--- src/rtl/adpll_pkg.sv ---
// Shared definitions for the ADPLL lock-detection blocks: default widths and
// the lock-detector state encoding.
package adpll_pkg;

  localparam int PDET_WIDTH_DEF = 8;
  localparam int CTRL_WIDTH_DEF = 5;

  localparam logic [1:0] ST_UNLOCKED  = 2'b00;
  localparam logic [1:0] ST_ACQUIRING = 2'b01;
  localparam logic [1:0] ST_LOCKED    = 2'b10;
  localparam logic [1:0] ST_HOLDOVER  = 2'b11;

  function automatic logic is_locked_state(input logic [1:0] st);
    case (st)
      ST_LOCKED, ST_HOLDOVER: return 1'b1;
      default:                return 1'b0;
    endcase
  endfunction

endpackage

--- src/rtl/edge_sync.sv ---
// Two-flop synchroniser plus rising-edge detector for an asynchronous clock.
// Emits a registered one-cycle strobe per rising edge of din.
module edge_sync (
  input  logic clk,
  input  logic rst,
  input  logic din,
  output logic strobe
);

  logic [1:0] sync_r;
  logic       prev_r;
  logic       armed_r;
  logic       strobe_r;
  logic       rise_s;

  assign rise_s = sync_r[1] & ~prev_r;
  assign strobe = strobe_r;

  // Synchronise, detect edges; the first edge after reset only arms the strobe
  // so a level already high at release never produces a spurious sample.
  always_ff @(posedge clk or posedge rst) begin
    if (rst) begin
      sync_r   <= 2'b00;
      prev_r   <= 1'b0;
      armed_r  <= 1'b0;
      strobe_r <= 1'b0;
    end else begin
      sync_r   <= {sync_r[0], din};
      prev_r   <= sync_r[1];
      armed_r  <= armed_r | rise_s;
      strobe_r <= rise_s & armed_r;
    end
  end

endmodule

--- src/rtl/lock_detector.sv ---
// ADPLL lock detector: qualifies phase error and DCO code on each reference
// edge and runs the UNLOCKED/ACQUIRING/LOCKED/HOLDOVER decision machine.
module lock_detector
  import adpll_pkg::*;
#(
  parameter int PDET_WIDTH   = PDET_WIDTH_DEF,
  parameter int CTRL_WIDTH   = CTRL_WIDTH_DEF,
  parameter int LOCK_THRESH  = 2,
  parameter int DCO_TOL      = 1,
  parameter int LOCK_COUNT   = 64,
  parameter int UNLOCK_COUNT = 4,
  parameter int REF_TIMEOUT  = 1024
) (
  input  logic                         fpga_clk_i,
  input  logic                         reset_i,
  input  logic                         enable_i,
  input  logic                         ref_clk_i,
  input  logic signed [PDET_WIDTH-1:0] error_i,
  input  logic signed [CTRL_WIDTH-1:0] dco_cc_i,
  output logic                         locked_o,
  output logic [1:0]                   state_o,
  output logic                         loss_of_lock_o,
  output logic signed [CTRL_WIDTH-1:0] cc_at_lock_o
);

  localparam int HIT_W  = $clog2(LOCK_COUNT + 1);
  localparam int MISS_W = $clog2(UNLOCK_COUNT + 1);
  localparam int TMO_W  = $clog2(REF_TIMEOUT + 1);

  localparam logic [HIT_W-1:0]  HIT_MAX  = HIT_W'(LOCK_COUNT);
  localparam logic [MISS_W-1:0] MISS_MAX = MISS_W'(UNLOCK_COUNT);
  localparam logic [TMO_W-1:0]  TMO_LAST = TMO_W'(REF_TIMEOUT - 1);

  logic                         strobe_s;
  logic signed [PDET_WIDTH:0]   err_ext_s;
  logic [PDET_WIDTH:0]          err_abs_s;
  logic signed [CTRL_WIDTH:0]   dco_diff_s;
  logic [CTRL_WIDTH:0]          dco_abs_s;
  logic                         in_win_s;

  logic [1:0]                   state_r,  state_n_s;
  logic [HIT_W-1:0]             hit_r,    hit_n_s,  hit_inc_s;
  logic [MISS_W-1:0]            miss_r,   miss_n_s, miss_inc_s;
  logic [TMO_W-1:0]             tmo_r,    tmo_n_s;
  logic signed [CTRL_WIDTH-1:0] cc_r,     cc_n_s;
  logic                         loss_r,   loss_n_s;
  logic                         locked_r;

  edge_sync u_edge_sync (
    .clk    (fpga_clk_i),
    .rst    (reset_i),
    .din    (ref_clk_i),
    .strobe (strobe_s)
  );

  assign err_ext_s  = {error_i[PDET_WIDTH-1], error_i};
  assign dco_diff_s = $signed({dco_cc_i[CTRL_WIDTH-1], dco_cc_i}) - $signed({cc_r[CTRL_WIDTH-1], cc_r});
  assign hit_inc_s  = (hit_r == HIT_MAX) ? hit_r : hit_r + 1'b1;
  assign miss_inc_s = (miss_r == MISS_MAX) ? miss_r : miss_r + 1'b1;

  // Window qualification; magnitudes carry one extra bit so the most negative code is representable.
  always_comb begin
    if (err_ext_s[PDET_WIDTH]) begin
      err_abs_s = $unsigned(-err_ext_s);
    end else begin
      err_abs_s = $unsigned(err_ext_s);
    end
    if (dco_diff_s[CTRL_WIDTH]) begin
      dco_abs_s = $unsigned(-dco_diff_s);
    end else begin
      dco_abs_s = $unsigned(dco_diff_s);
    end
    if (is_locked_state(state_r)) begin
      in_win_s = (err_abs_s <= (PDET_WIDTH + 1)'(LOCK_THRESH)) &&
                 (dco_abs_s <= (CTRL_WIDTH + 1)'(DCO_TOL));
    end else begin
      in_win_s = (err_abs_s <= (PDET_WIDTH + 1)'(LOCK_THRESH));
    end
  end

  // Next-state logic: disable first, then a reference sample, then timeout.
  always_comb begin
    state_n_s = state_r;
    hit_n_s   = hit_r;
    miss_n_s  = miss_r;
    tmo_n_s   = tmo_r;
    cc_n_s    = cc_r;
    loss_n_s  = 1'b0;
    if (!enable_i) begin
      state_n_s = ST_UNLOCKED;
      hit_n_s   = {HIT_W{1'b0}};
      miss_n_s  = {MISS_W{1'b0}};
      tmo_n_s   = {TMO_W{1'b0}};
      loss_n_s  = is_locked_state(state_r);
    end else if (strobe_s) begin
      tmo_n_s = {TMO_W{1'b0}};
      case (state_r)
        ST_UNLOCKED, ST_ACQUIRING: begin
          if (!in_win_s) begin
            state_n_s = ST_UNLOCKED;
            hit_n_s   = {HIT_W{1'b0}};
          end else if (hit_inc_s >= HIT_MAX) begin
            state_n_s = ST_LOCKED;
            hit_n_s   = {HIT_W{1'b0}};
            miss_n_s  = {MISS_W{1'b0}};
            cc_n_s    = dco_cc_i;
          end else begin
            state_n_s = ST_ACQUIRING;
            hit_n_s   = hit_inc_s;
          end
        end
        ST_LOCKED, ST_HOLDOVER: begin
          if (in_win_s) begin
            state_n_s = ST_LOCKED;
            miss_n_s  = {MISS_W{1'b0}};
          end else if (miss_inc_s >= MISS_MAX) begin
            state_n_s = ST_UNLOCKED;
            hit_n_s   = {HIT_W{1'b0}};
            miss_n_s  = {MISS_W{1'b0}};
            loss_n_s  = 1'b1;
          end else begin
            state_n_s = ST_HOLDOVER;
            miss_n_s  = miss_inc_s;
          end
        end
        default: begin
          state_n_s = ST_UNLOCKED;
          hit_n_s   = {HIT_W{1'b0}};
          miss_n_s  = {MISS_W{1'b0}};
        end
      endcase
    end else if (tmo_r == TMO_LAST) begin
      state_n_s = ST_UNLOCKED;
      hit_n_s   = {HIT_W{1'b0}};
      miss_n_s  = {MISS_W{1'b0}};
      tmo_n_s   = {TMO_W{1'b0}};
      loss_n_s  = is_locked_state(state_r);
    end else begin
      tmo_n_s = tmo_r + 1'b1;
    end
  end

  // State, counters and registered outputs.
  always_ff @(posedge fpga_clk_i or posedge reset_i) begin
    if (reset_i) begin
      state_r  <= ST_UNLOCKED;
      hit_r    <= {HIT_W{1'b0}};
      miss_r   <= {MISS_W{1'b0}};
      tmo_r    <= {TMO_W{1'b0}};
      cc_r     <= {CTRL_WIDTH{1'b0}};
      loss_r   <= 1'b0;
      locked_r <= 1'b0;
    end else begin
      state_r  <= state_n_s;
      hit_r    <= hit_n_s;
      miss_r   <= miss_n_s;
      tmo_r    <= tmo_n_s;
      cc_r     <= cc_n_s;
      loss_r   <= loss_n_s;
      locked_r <= is_locked_state(state_n_s);
    end
  end

  assign locked_o       = locked_r;
  assign state_o        = state_r;
  assign loss_of_lock_o = loss_r;
  assign cc_at_lock_o   = cc_r;

endmodule

--- config.mk ---
export PLATFORM = sky130hd
export DESIGN_NAME = lock_detector
export DESIGN_NICKNAME = d
export VERILOG_FILES = /design/src/rtl/adpll_pkg.sv /design/src/rtl/edge_sync.sv /design/src/rtl/lock_detector.sv
export SDC_FILE = /design/constraint.sdc
export NUM_CORES = 1
export LEC_CHECK = 0
export ABC_AREA = 1
export CAP_MARGIN = 25
export CORE_UTILIZATION = 59
export CTS_CLUSTER_SIZE = 20
export DETAILED_ROUTE_END_ITERATION = 7
export GPL_ROUTABILITY_DRIVEN = 1
export PLACE_DENSITY = 0.84
export SYNTH_ARGS = -nofsm -noshare
export SYNTH_HDL_FRONTEND = slang
export SYNTH_HIERARCHICAL = 1
export SYNTH_SLANG_ARGS = --single-unit
--- constraint.sdc ---
create_clock -name fpga_clk_i -period 4.4 [get_ports fpga_clk_i]
set_clock_uncertainty 0.15 [all_clocks]
set_input_delay 0.88 -clock fpga_clk_i [delete_from_list [all_inputs] [get_ports fpga_clk_i]]
set_output_delay 0.88 -clock fpga_clk_i [all_outputs]
set_load 0.02 [all_outputs]
* After elaboration in Yosys (flattened, before gate mapping)
Index checks and enable logic that the tools add are counted.
** Cells by class
- Order comparisons :: 4
- Eq/ne operators :: 13
- Reduce and logical (&&, ||, !) cells :: 8
- Muxes and demuxes :: 40
- Bitwise operators :: 4
- Add/subtract/negate cells :: 6
** Operators with widths (number)
- 7-bit two-way mux :: 8
- 11-bit two-way mux :: 3
- 3-bit two-way mux :: 8
- 4-bit inequality test (second input constant) :: 4
- 2-bit two-way mux :: 7
- 7-bit one-hot mux with 2 select lines :: 1
- 11-bit by 1-bit adder with 11-bit output (second input constant) :: 1
- 11-bit by 10-bit equality test with 1-bit output (second input constant) :: 1
- 9-bit by 2-bit <= comparator with 1-bit output (second input constant) :: 1
- 1-bit two-way mux :: 9
- 9-bit two-way mux :: 1
- 8-bit negation with 9-bit output :: 1
- 2-bit equality test (second input constant) :: 4
- 7-bit by 1-bit adder with 7-bit output (second input constant) :: 1
- 7-bit equality test (second input constant) :: 1
- 7-bit >= comparator (second input constant) :: 1
- 6-bit by 1-bit <= comparator with 1-bit output (second input constant) :: 1
- 6-bit two-way mux :: 1
- 6-bit negation :: 1
- 3-bit one-hot mux with 2 select lines :: 1
- 3-bit AND reduction :: 2
- 2-bit OR reduction :: 3
- 5-bit by 5-bit subtractor with 6-bit output :: 1
- 5-bit AND reduction :: 1
- other kinds (11) :: 12
** Storage, ports and cells
- Output and inout bits :: 9
- Flip-flop bits (word level) :: 35
- Logic and storage cells :: 86
- Input bits :: 17

* Depth between registers and ports, before layout
Gate-level depths: netlist of the first run.
- Depth in word-level cells :: 13
- Mapped depth :: 17
- Depth with buffers taken out :: 17

* Hierarchy
Netlist of the first run, hierarchy kept.
** By module, submodules not included
- lock_detector :: cells each 240, area each 1888.1 um^2, sequential area each 750.7 um^2, instances 1
- edge_sync :: cells each 11, area each 152.6 um^2, sequential area each 125.1 um^2, instances 1

* Least setup slack after synthesis of the first run
Ideal clock, no wire load.
- Path kind :: input to register
- Start :: input port dco_cc_i[0]
- End :: register state_r[0] (netlist: state_o[0])
- Required time :: 4.133 ns
- Data arrival time :: 2.453 ns
- Stages on the path :: 16
- Buffers on the path :: 0
- Library setup time :: 0.117 ns
- Slack :: 1.680 ns
- Path through :: inv_1 ha_1 fa_1 nand3b_1 nand2_1 nand2_1 nand2_1 nand3_1 nand2_1 nand3_2 nand2_2 nand2_2 nand2_1 nand2_1 nand2_1 nand2_1
** Between the ends
- Word-level cells in the longest chain between the ends :: 10
- Elaborated cells between the ends (all ways) :: 11
- Classes of those cells :: 2 x add/sub; 1 x order compare; 7 x mux; 1 x reduce/logical
** RTL lines
- from (decl) :: RTL line lock_detector.sv:19 : input logic signed [CTRL_WIDTH-1:0] dco_cc_i,
- 5-bit by 5-bit subtractor with 6-bit output (*) :: RTL line lock_detector.sv:57 : assign dco_diff_s = $signed({dco_cc_i[CTRL_WIDTH-1], dco_cc_i}) - $signed({cc_r[CTRL_WIDTH-1], cc_r});
- 6-bit negation :: RTL line lock_detector.sv:69 : dco_abs_s = $unsigned(-dco_diff_s);
- 6-bit two-way mux (*) :: RTL line lock_detector.sv:68 : if (dco_diff_s[CTRL_WIDTH]) begin
- 6-bit by 1-bit <= comparator with 1-bit output (*) :: RTL line lock_detector.sv:75 : (dco_abs_s <= (CTRL_WIDTH + 1)'(DCO_TOL));
- 1-bit logical AND (*) :: RTL line lock_detector.sv:74 : in_win_s = (err_abs_s <= (PDET_WIDTH + 1)'(LOCK_THRESH)) &&
- 1-bit two-way mux (*) :: RTL line lock_detector.sv:73 : if (is_locked_state(state_r)) begin
- 2-bit two-way mux, on equally long branches :: RTL line lock_detector.sv:113, lock_detector.sv:99
- 2-bit one-hot mux with 2 select lines (*) :: RTL line lock_detector.sv:97 : case (state_r)
- 2-bit two-way mux (*) :: RTL line lock_detector.sv:95 : end else if (strobe_s) begin
- 2-bit two-way mux (*) :: RTL line lock_detector.sv:89 : if (!enable_i) begin
- via state_n_s[0] :: RTL line lock_detector.sv:41 : logic [1:0] state_r, state_n_s;
- to (signal assigned) :: RTL line lock_detector.sv:154 : state_r <= state_n_s;
- to (decl) :: RTL line lock_detector.sv:41
Mark *: on every way through the listed nets, which the timed path passes. The rest lies on a longest branch.
A chain may end at the register's enable or synchronous reset.

* Worst setup path in the final report of the first run
- Start :: input port dco_cc_i[0]
- End :: register hit_r[5]
** Between the ends
- Word-level cells in the longest chain between the ends :: 10
- Elaborated cells between the ends (all ways) :: 12
- Classes of those cells :: 2 x add/sub; 1 x order compare; 1 x eq/ne; 6 x mux; 2 x reduce/logical
** RTL lines
- 5-bit by 5-bit subtractor with 6-bit output (*) :: RTL line lock_detector.sv:57
- 6-bit negation :: RTL line lock_detector.sv:69
- 6-bit two-way mux (*) :: RTL line lock_detector.sv:68
- 6-bit by 1-bit <= comparator with 1-bit output (*) :: RTL line lock_detector.sv:75
- 1-bit logical AND (*) :: RTL line lock_detector.sv:74
- 1-bit two-way mux (*) :: RTL line lock_detector.sv:73
- 7-bit two-way mux :: RTL line lock_detector.sv:99 : if (!in_win_s) begin
- 7-bit one-hot mux with 2 select lines :: RTL line lock_detector.sv:97
- 7-bit two-way mux :: RTL line lock_detector.sv:95
- 7-bit two-way mux :: RTL line lock_detector.sv:89
- to (signal assigned) :: RTL line lock_detector.sv:147 : hit_r <= {HIT_W{1'b0}};
- to (signal assigned) :: RTL line lock_detector.sv:155 : hit_r <= hit_n_s;
- to (decl) :: RTL line lock_detector.sv:42 : logic [HIT_W-1:0] hit_r, hit_n_s, hit_inc_s;
Every way passes the cells marked *; elsewhere a longest branch is shown, timed or not.

==> results of run 1 <==
## cell usage after synthesis (2+ instances only)
| cell type | n | area share (%) |
|---|---|---|
| sky130_fd_sc_hd__xor2_1 | 7 | 3.0 |
| sky130_fd_sc_hd__nand2_1 | 53 | 9.7 |
| sky130_fd_sc_hd__o21ai_0 | 3 | 0.74 |
| sky130_fd_sc_hd__nor3b_1 | 3 | 1.1 |
| sky130_fd_sc_hd__o21ai_1 | 12 | 2.9 |
| sky130_fd_sc_hd__a21oi_1 | 7 | 1.7 |
| sky130_fd_sc_hd__ha_1 | 11 | 6.7 |
| sky130_fd_sc_hd__nor2_1 | 20 | 3.7 |
| sky130_fd_sc_hd__nand2_2 | 6 | 1.8 |
| sky130_fd_sc_hd__inv_1 | 39 | 7.2 |
| sky130_fd_sc_hd__dfrtp_1 | 35 | 43 |
| sky130_fd_sc_hd__nand3b_1 | 7 | 2.6 |
| sky130_fd_sc_hd__inv_2 | 4 | 0.74 |
| sky130_fd_sc_hd__nand3_2 | 2 | 0.98 |
| sky130_fd_sc_hd__nor3_1 | 6 | 1.5 |
| sky130_fd_sc_hd__nand4_1 | 2 | 0.61 |
| sky130_fd_sc_hd__a21oi_2 | 2 | 0.86 |
| sky130_fd_sc_hd__nand3_1 | 20 | 4.9 |
## metrics by stage
stage / power (µW) / hold WS, ns / instances / util (%) / cell area, µm²
2_1_floorplan: 381 / 0.181 / 251 / - / 2040
3_3_place_gp: 407 / 0.189 / 319 / 73.7 / 2340
3_5_place_dp: 408 / 0.198 / 319 / 73.7 / 2340
4_1_cts: 644 / 0.223 / 327 / 76.2 / 2420
5_1_grt: 667 / 0.231 / 327 / 76.2 / 2420
6_report: 639 / 0.218 / 327 / 76.2 / 2420
## layout make-up
type | count | area [µm²] | share of cell area (%)
Clock buffer | 5 | 37.5 | 1.55
Clock inverter | 3 | 43.8 | 1.81
Inverter | 43 | 161 | 6.66
Multi-Input combinational cell | 171 | 991 | 40.9
Sequential cell | 35 | 876 | 36.2
Tap cell | 44 | 55.1 | 2.27
Timing Repair Buffer | 26 | 258 | 10.6
## final timing paths
check	startpoint	to	cells after the start
hold / removal	u_edge_sync/sync_r[0]	u_edge_sync/sync_r[1]	0
setup reg to reg	cc_at_lock_o[0]	hit_r[5]	14
max in group asynchronous	reset_i	tmo_r[9]	3
hold reg to reg	u_edge_sync/sync_r[0]	u_edge_sync/sync_r[1]	0
setup / recovery	dco_cc_i[0]	hit_r[5]	16
min in group asynchronous	reset_i	u_edge_sync/strobe	2
## metal layers
layer / wire length [µm] / GRT usage (%) / vias up
li1: - / - / 861
met1: 1810 / 28.8 / 752
met2: 1870 / 41.6 / 26
met3: 132 / 4.48 / 9
met4: 74 / 13.0 / 0
met5: 0 / 0 / -
## kinds of logic after synthesis
kind of cell / synth area share (%)
AOI/OAI and AO/OA: 6.62
xor gates and xnor gates: 3.43
adders and majority gates: 7.73
buffers and inverters: 8.52
DFF: 42.9
and+or+nand+nor: 30.8
## power groups by stage
stage | combinational (µW) | sequential, µW | clock [µW]
final | 74.7 | 328 | 236
after global routing | 83.8 | 329 | 254
after CTS | 75.0 | 328 | 240
after detailed placement | 73.6 | 335 | 0
after global placement | 72.2 | 334 | 0
after floorplan | 47.1 | 334 | 0
## flip-flops by register name, indices dropped and copies added, names as in the netlist
register             cells
locked_o                 1
u_edge_sync/strobe       1
cc_at_lock_o             5
u_edge_sync/armed_r      1
hit_r                    7
miss_r                   3
u_edge_sync/prev_r       1
state_o                  2
u_edge_sync/sync_r       2
loss_of_lock_o           1
tmo_r                   11
## worst max-delay path, cell delays in order
cell,delay (ns)
sky130_fd_sc_hd__clkdlybuf4s50_1,0.45
sky130_fd_sc_hd__inv_1,0.05
sky130_fd_sc_hd__ha_1,0.22
sky130_fd_sc_hd__fa_1,0.39
sky130_fd_sc_hd__nand3b_1,0.21
sky130_fd_sc_hd__nand2_1,0.11
sky130_fd_sc_hd__nand2_1,0.06
sky130_fd_sc_hd__nand2_1,0.07
sky130_fd_sc_hd__nand3_1,0.08
sky130_fd_sc_hd__nand2_1,0.09
sky130_fd_sc_hd__nand3_2,0.07
sky130_fd_sc_hd__nand2_2,0.10
sky130_fd_sc_hd__nand2_2,0.08
sky130_fd_sc_hd__inv_2,0.14
sky130_fd_sc_hd__nand3b_1,0.09
sky130_fd_sc_hd__nand2_1,0.07
==> metrics list, run 1 <==
* Count of mapped cells out of synthesis: around 250
- Switching component of the power: ~160 µW
- Of the cells placed in the final design, the portion with a size suffix greater than 1 is under 10%.
- Period utilisation layout: 68.9%
* Worst VDD drop: ~0.00018 V
- Worst setup path class: primary input to flip-flop
* Count of H-tree levels built during CTS: 2
- For the worst setup path, the data arrival time is around 3.2 ns.
- STA classifies the critical path startpoint as a primary input.
- For this run the aggregate overflow at the end of global routing stands at 0.
- After synthesis, the mean cell area works out to roughly 8 µm².
- Switching power as a share of total power: about a quarter
- In this run, CTS created clock tree buffers numbering 5.
- Post-route setup TNS: 0 ns
- Headroom to the max-slew limit came out at about half.
- Final RePlAce weighted congestion: between 0.7 and 0.8
* Antenna cell count: 0
- In the synthesized netlist the async set-or-reset flop fraction comes to 100%.
* Class of the most critical hold timing path: flip-flop to flip-flop
- After the first detailed-routing iteration, the DRC count stood at a little over 60.
* Leak: 0.00119 µW
- Number of buffers inserted by post-CTS setup repair: 0
- Port buffering added 25 buffers.
- In this run, synthesis produced a sequential element count of 35.
- The clock network is responsible for ~37% of the overall power.
* Reg clk slew, reported paths: ~0.10 ns
- The number of antenna violations at the first check in global routing came to 0.
- Result of the run: complete, no violations
- The area growth from synthesis to layout is 18.7%.
- Most common cell after layout, fill and taps aside: sky130_fd_sc_hd__nand2_1
- Sequential cells account for about half of the total power.
- Power density normalized to cell area: ~260 nW/µm²
- Vias in the first global route: roughly 1600
- TritonCTS clock tree: done
- DRC violation count after routing: 0
- The detail route stage leaves a number of antenna-violating nets equal to 0.
- After synthesis, the netlist uses 30 different library cells.
- CTS placed an instance of sky130_fd_sc_hd__clkbuf_4 at the clock tree root.
- Among all flip-flop cells after synthesis, the most frequent one is sky130_fd_sc_hd__dfrtp_1.
* Number of enable-type register cells in the synthesized netlist: 0
* Standard-cell rows: 20
- STA classifies the critical path endpoint as a flip-flop.
- Register area share after synthesis: 42.9%
- Half-perimeter wire length of the detailed placement result: approximately 2900 µm
- Number of optimization iterations in the first detailed-route pass: 4
- Setup violations remaining at the end of the flow were counted as 0.
* Clock Latency Late Sink: between 0.3 and 0.4 ns
* Max-cap violations: 0
- Post-CTS sizing: 0
* Comb power frac: between 10% and 20%
* Longest Clk Path Bufs: 2
- Highest-count cells in the layout ignoring fill and taps: sky130_fd_sc_hd__nand2_1 (53), sky130_fd_sc_hd__inv_1 (39), sky130_fd_sc_hd__dfrtp_1 (35)
- 26 I/O pins were placed.
- The internal portion of the total power is roughly 480 µW.
- Core Box Area: 3180 µm²
* Post-Place Worst Slack: 1.01 ns
* Die Ht: between 60 and 70 µm
- Count of hold-fix buffers inserted at cts: 0
* Count of vias placed by the detailed router: roughly 1600
- Die Footprint: roughly 3700 µm²
- Net Count, Synth: between 200 and 300
- Data on the critical path is required at its endpoint by 4.53 ns.
- Along the worst path, the maximum fanout reaches 7.
* Die span in x: slightly above 60 µm
- Slew Limit Fails: 0
- The tree built by TritonCTS fans out to 35 sinks.
- Fill cell count: around 250
- Post-synthesis instance area: just over 2000 µm²
- The clock period could shrink to slightly above 3 ns.
- Post-layout net count: a little over 300
- In the routed layout, each cell is associated on average with a via count of 5.04.
- For the pin with the worst max-slew slack, the measured transition is 0.730 ns.
- Fmax achieved: roughly 330 MHz
- Worst-case setup margin in the final layout: 1.37 ns
- Wire length of the first global-routing pass: roughly 6500 µm
- Setup slack of the most critical reg-to-reg path: approximately 2.0 ns
- GRT Total Usage: between 20 and 25%
- Warnings, synthesis: 6
- The number of hold-slack violations in the final timing report was 0.
- Setup repair after global routing left no endpoint under its margin.
- Initial cell density of the core: between 60% and 70%
- Summed over all layers, the routed wires come to around 3900 µm.
- Entering global routing, the biggest net connects 20 pins.
- Dividing the detail-routed wire length by the instance count gives about 12 µm.
(Power assumes the default switching activity.)
==> run 2: changes to the inputs <==
--- a/config.mk
+++ b/config.mk
@@ -7,11 +7,11 @@
 export LEC_CHECK = 0
 export ABC_AREA = 1
 export CAP_MARGIN = 25
-export CORE_UTILIZATION = 59
+export CORE_UTILIZATION = 50
 export CTS_CLUSTER_SIZE = 20
 export DETAILED_ROUTE_END_ITERATION = 7
 export GPL_ROUTABILITY_DRIVEN = 1
-export PLACE_DENSITY = 0.84
+export PLACE_DENSITY = 0.76
 export SYNTH_ARGS = -nofsm -noshare
 export SYNTH_HDL_FRONTEND = slang
 export SYNTH_HIERARCHICAL = 1
==> constraint.sdc (replaced) <==
create_clock -name fpga_clk_i -period 2.63 [get_ports fpga_clk_i]
set_clock_uncertainty 0.15 [all_clocks]
set_input_delay 0.526 -clock fpga_clk_i [delete_from_list [all_inputs] [get_ports fpga_clk_i]]
set_output_delay 0.526 -clock fpga_clk_i [all_outputs]
set_load 0.02 [all_outputs]
==> run 2 against run 1 <==
- wire length grew 1.3%
- clock power rose by 83%
- via count increased by 5.6%
- first-iteration DRC count rose by 79%
- combinational power is 85% higher
- flip-flop and latch count unchanged
- non-clock buffer count rose by 8
- utilization shrank 8.3 points
- setup slack worse by 1.2 ns
- clock-buffer cell count up 2
- design area increased by 6.5%
- die area up 17%
- critical path type unchanged
- critical endpoint is now state_o[1]
- largest cell class unchanged
- highest routed layer unchanged
==> metrics list, run 2 (same netlist as run 1, synthesis figures left out) <==
* Number of optimization iterations in the first detailed-route pass: 4
- Critical-path top delay cell: sky130_fd_sc_hd__clkdlybuf4s50_1
* Total of endpoints with negative setup slack in the final report: 0
* Initial cell density of the core: between 50% and 60%
- Measured along the y axis, the die boundary spans 65.9 µm.
* Fill cell count: 316
* TritonCTS buffer count: 5
- Fmax achieved: 400 MHz
- The critical path in this run is classified as primary input to flip-flop.
- The worst setup path is launched from a primary input.
* Delay of the slowest critical-path stage: ~0.46 ns
* Slew Limit Fails: 0
- The final route contains between 1500 and 2000 vias.
- Clock period minus final worst setup slack: 2.50 ns
* Max-cap violations: 0
- Class of the most critical hold timing path: flip-flop to flip-flop
* Die span in x: approximately 66 µm
- Routability-driven placement finished with a final weighted congestion of approximately 0.8.
* Period utilisation layout: between 90% and 100%
* Worst rel slew slack: between 70% and 80%
- Counting stages on the worst path, the most repeated cell is sky130_fd_sc_hd__nand2_1.
- The number of antenna diodes in the final layout is 0.
* Vias in the first global route: 1708
* Startpoint of the lowest-slack hold path: u_edge_sync/sync_r[0]
- GRT Total Usage: a little over a fifth
* Number of hold violations in the final report: 0
- The library cell used most frequently in the layout, excluding fill and tap cells, is sky130_fd_sc_hd__nand2_1.
- The register with the most flip-flops in the layout has 11 of them.
- The worst hold path was traced through 0 stages.
- The die covers ~4300 µm².
- The detailed router finished its first iteration with ~110 violations.
- Fraction of final layout cells sized beyond drive strength 1: 15.4%
* DRC violation count after routing: 0
- Total congestion overflow: 0
- The worst register-to-register path begins at cc_at_lock_o[0].
- Leak: between 0.001 and 0.0015 µW
* Length in cells of the worst reg-to-reg path: 14
- The number of antenna violations at the first check in global routing was 0.
- Walking the worst path, the cells encountered are clkdlybuf4s50_1 > ha_1 > a21oi_1 > nand2_1 > nand2_1 > nand2_1 > nand3_1 > nand2_1 > nand3_2 > nand2_4 > nand2_4 > nand2_2 > nand3_1 > o21ai_1.
- The area growth from synthesis to layout is 26.4%.
- Timing startpoint of the critical path: dco_cc_i[3]
- 26 I/O pins were placed.
* Pin count of the biggest net entering global routing: 31
* Wire length of the first global-routing pass: approximately 7000 µm
- Worst slack on hold paths: around 0.20 ns
- Worst Setup End Kind: flip-flop
- TritonCTS clock tree: done
- Reg clk slew, reported paths: about 0.070 ns
* Post-layout net count: between 300 and 400
- Average routed wire per standard cell: approximately 12 µm
* Highest-count cells in the layout ignoring fill and taps: sky130_fd_sc_hd__nand2_1 (51), sky130_fd_sc_hd__inv_1 (37), sky130_fd_sc_hd__dfrtp_1 (35)
- Power density normalized to cell area: ~430 nW/µm²
- Vias per std cell: 5.12
- Data required time of the worst path: 2.64 ns
- Residual antenna-violating net count after detailed routing: 0
* Total clock sinks: 35
- Result of the run: complete, no violations
- Final WL: around 3900 µm
* Number of I/O port buffers: 25
- After legalization and detailed placement, the total HPWL measured ~2900 µm.
- In this run the worst path has a maximum fanout of 4.
* Count of H-tree levels built during CTS: 2
- In this run the core area contains 22 standard-cell rows.
- The root buffer cell chosen for the clock tree is sky130_fd_sc_hd__clkbuf_8.
- Worst VDD drop: 0.000466 V
- Register with the most flip-flops: tmo_r
* Transition time at the pin with the least slew margin: approximately 0.43 ns
- Core Box Area: around 3800 µm²
- No sink is reached through more buffers than the 2 on the longest clock path.
- Clock Latency Late Sink: ~0.29 ns
- Data arrival time of the worst path: ~2.5 ns
- Leaving out filler cells and counting taps, the final layout contains between 300 and 400.
- Including well taps, the total number of placed cells is 330.
## run 2: cell types whose count changed in the layout (fill, tap and decap cells not counted), moves of 2 or more
cell,previous run,this run
sky130_fd_sc_hd__clkbuf_4,5,0
sky130_fd_sc_hd__o21ai_1,12,10
sky130_fd_sc_hd__o21ai_2,0,2
sky130_fd_sc_hd__buf_4,1,9
sky130_fd_sc_hd__nand2_4,0,2
sky130_fd_sc_hd__clkdlybuf4s50_1,25,23
sky130_fd_sc_hd__nand2_1,53,51
sky130_fd_sc_hd__inv_1,39,37
sky130_fd_sc_hd__clkbuf_8,0,7
## run 2: final timing paths
kind	to	slack [ns]
min reg2reg	u_edge_sync/sync_r[1]	0.20
min	u_edge_sync/sync_r[1]	0.20
max	state_o[1]	0.13
max in group asynchronous	cc_at_lock_o[4]	1.57
max reg2reg	state_o[1]	0.26
min in group asynchronous	u_edge_sync/sync_r[0]	0.31
## run 2: power by group
group	leakage, µW	internal (µW)	switching (µW)	total [µW]
clock network	0.0000505	238	194	432
registers	0.000474	545	4.41	549
logic	0.000727	58.8	79.2	138
total	0.00125	842	277	1120
## run 2: layer usage
| metal | vias to the layer above | track usage [%] | share of wire (%) |
|---|---|---|---|
| met2 | 36 | 37.4 | 49 |
| li1 | 884 | - | - |
| met3 | 7 | 4.83 | 3.8 |
| met1 | 814 | 26.3 | 46 |
| met5 | - | 0 | 0 |
| met4 | 0 | 5.71 | 1.4 |
## run 2: final cells by class
cell class,count,area (µm²),share of cell area [%]
Multi-Input combinational cell,172,1060,41.0
Sequential cell,35,876,33.9
Timing Repair Buffer,34,319,12.4
Inverter,43,164,6.35
Clock buffer,7,96.3,3.73
Tap cell,48,60.1,2.33
Clock inverter,1,7.51,0.291
## run 2: timing repair
action                                  in CTS  in global routing
pin swaps                                    5                  2
cloned                                       1                  0
hold buffers                                 0                  0
buffers inserted                             1                  0
resized for setup                           13                  3
endpoints found under the setup margin      18                 16
## run 2: stage by stage
step	power (µW)	instance area [µm²]	setup slack (ns)	TNS, ns	utilization (%)
floorplan	638	2040	0.264	0	-
global placement	689	2400	-0.335	-5.48	63.1
detailed placement	692	2400	-0.409	-6.87	63.1
CTS	1130	2570	0.0832	0	67.7
global route	1170	2580	-0.0203	-0.0203	67.9
finish	1120	2580	0.129	0	67.9
## run 2: worst max-delay path, delay by kind of cell
kind,cells,cell delay (ns)
buffers and inverters,1,0.46
and+or+nand+nor,10,0.82
AOI/OAI and AO/OA,2,0.33
adders and majority gates,1,0.37
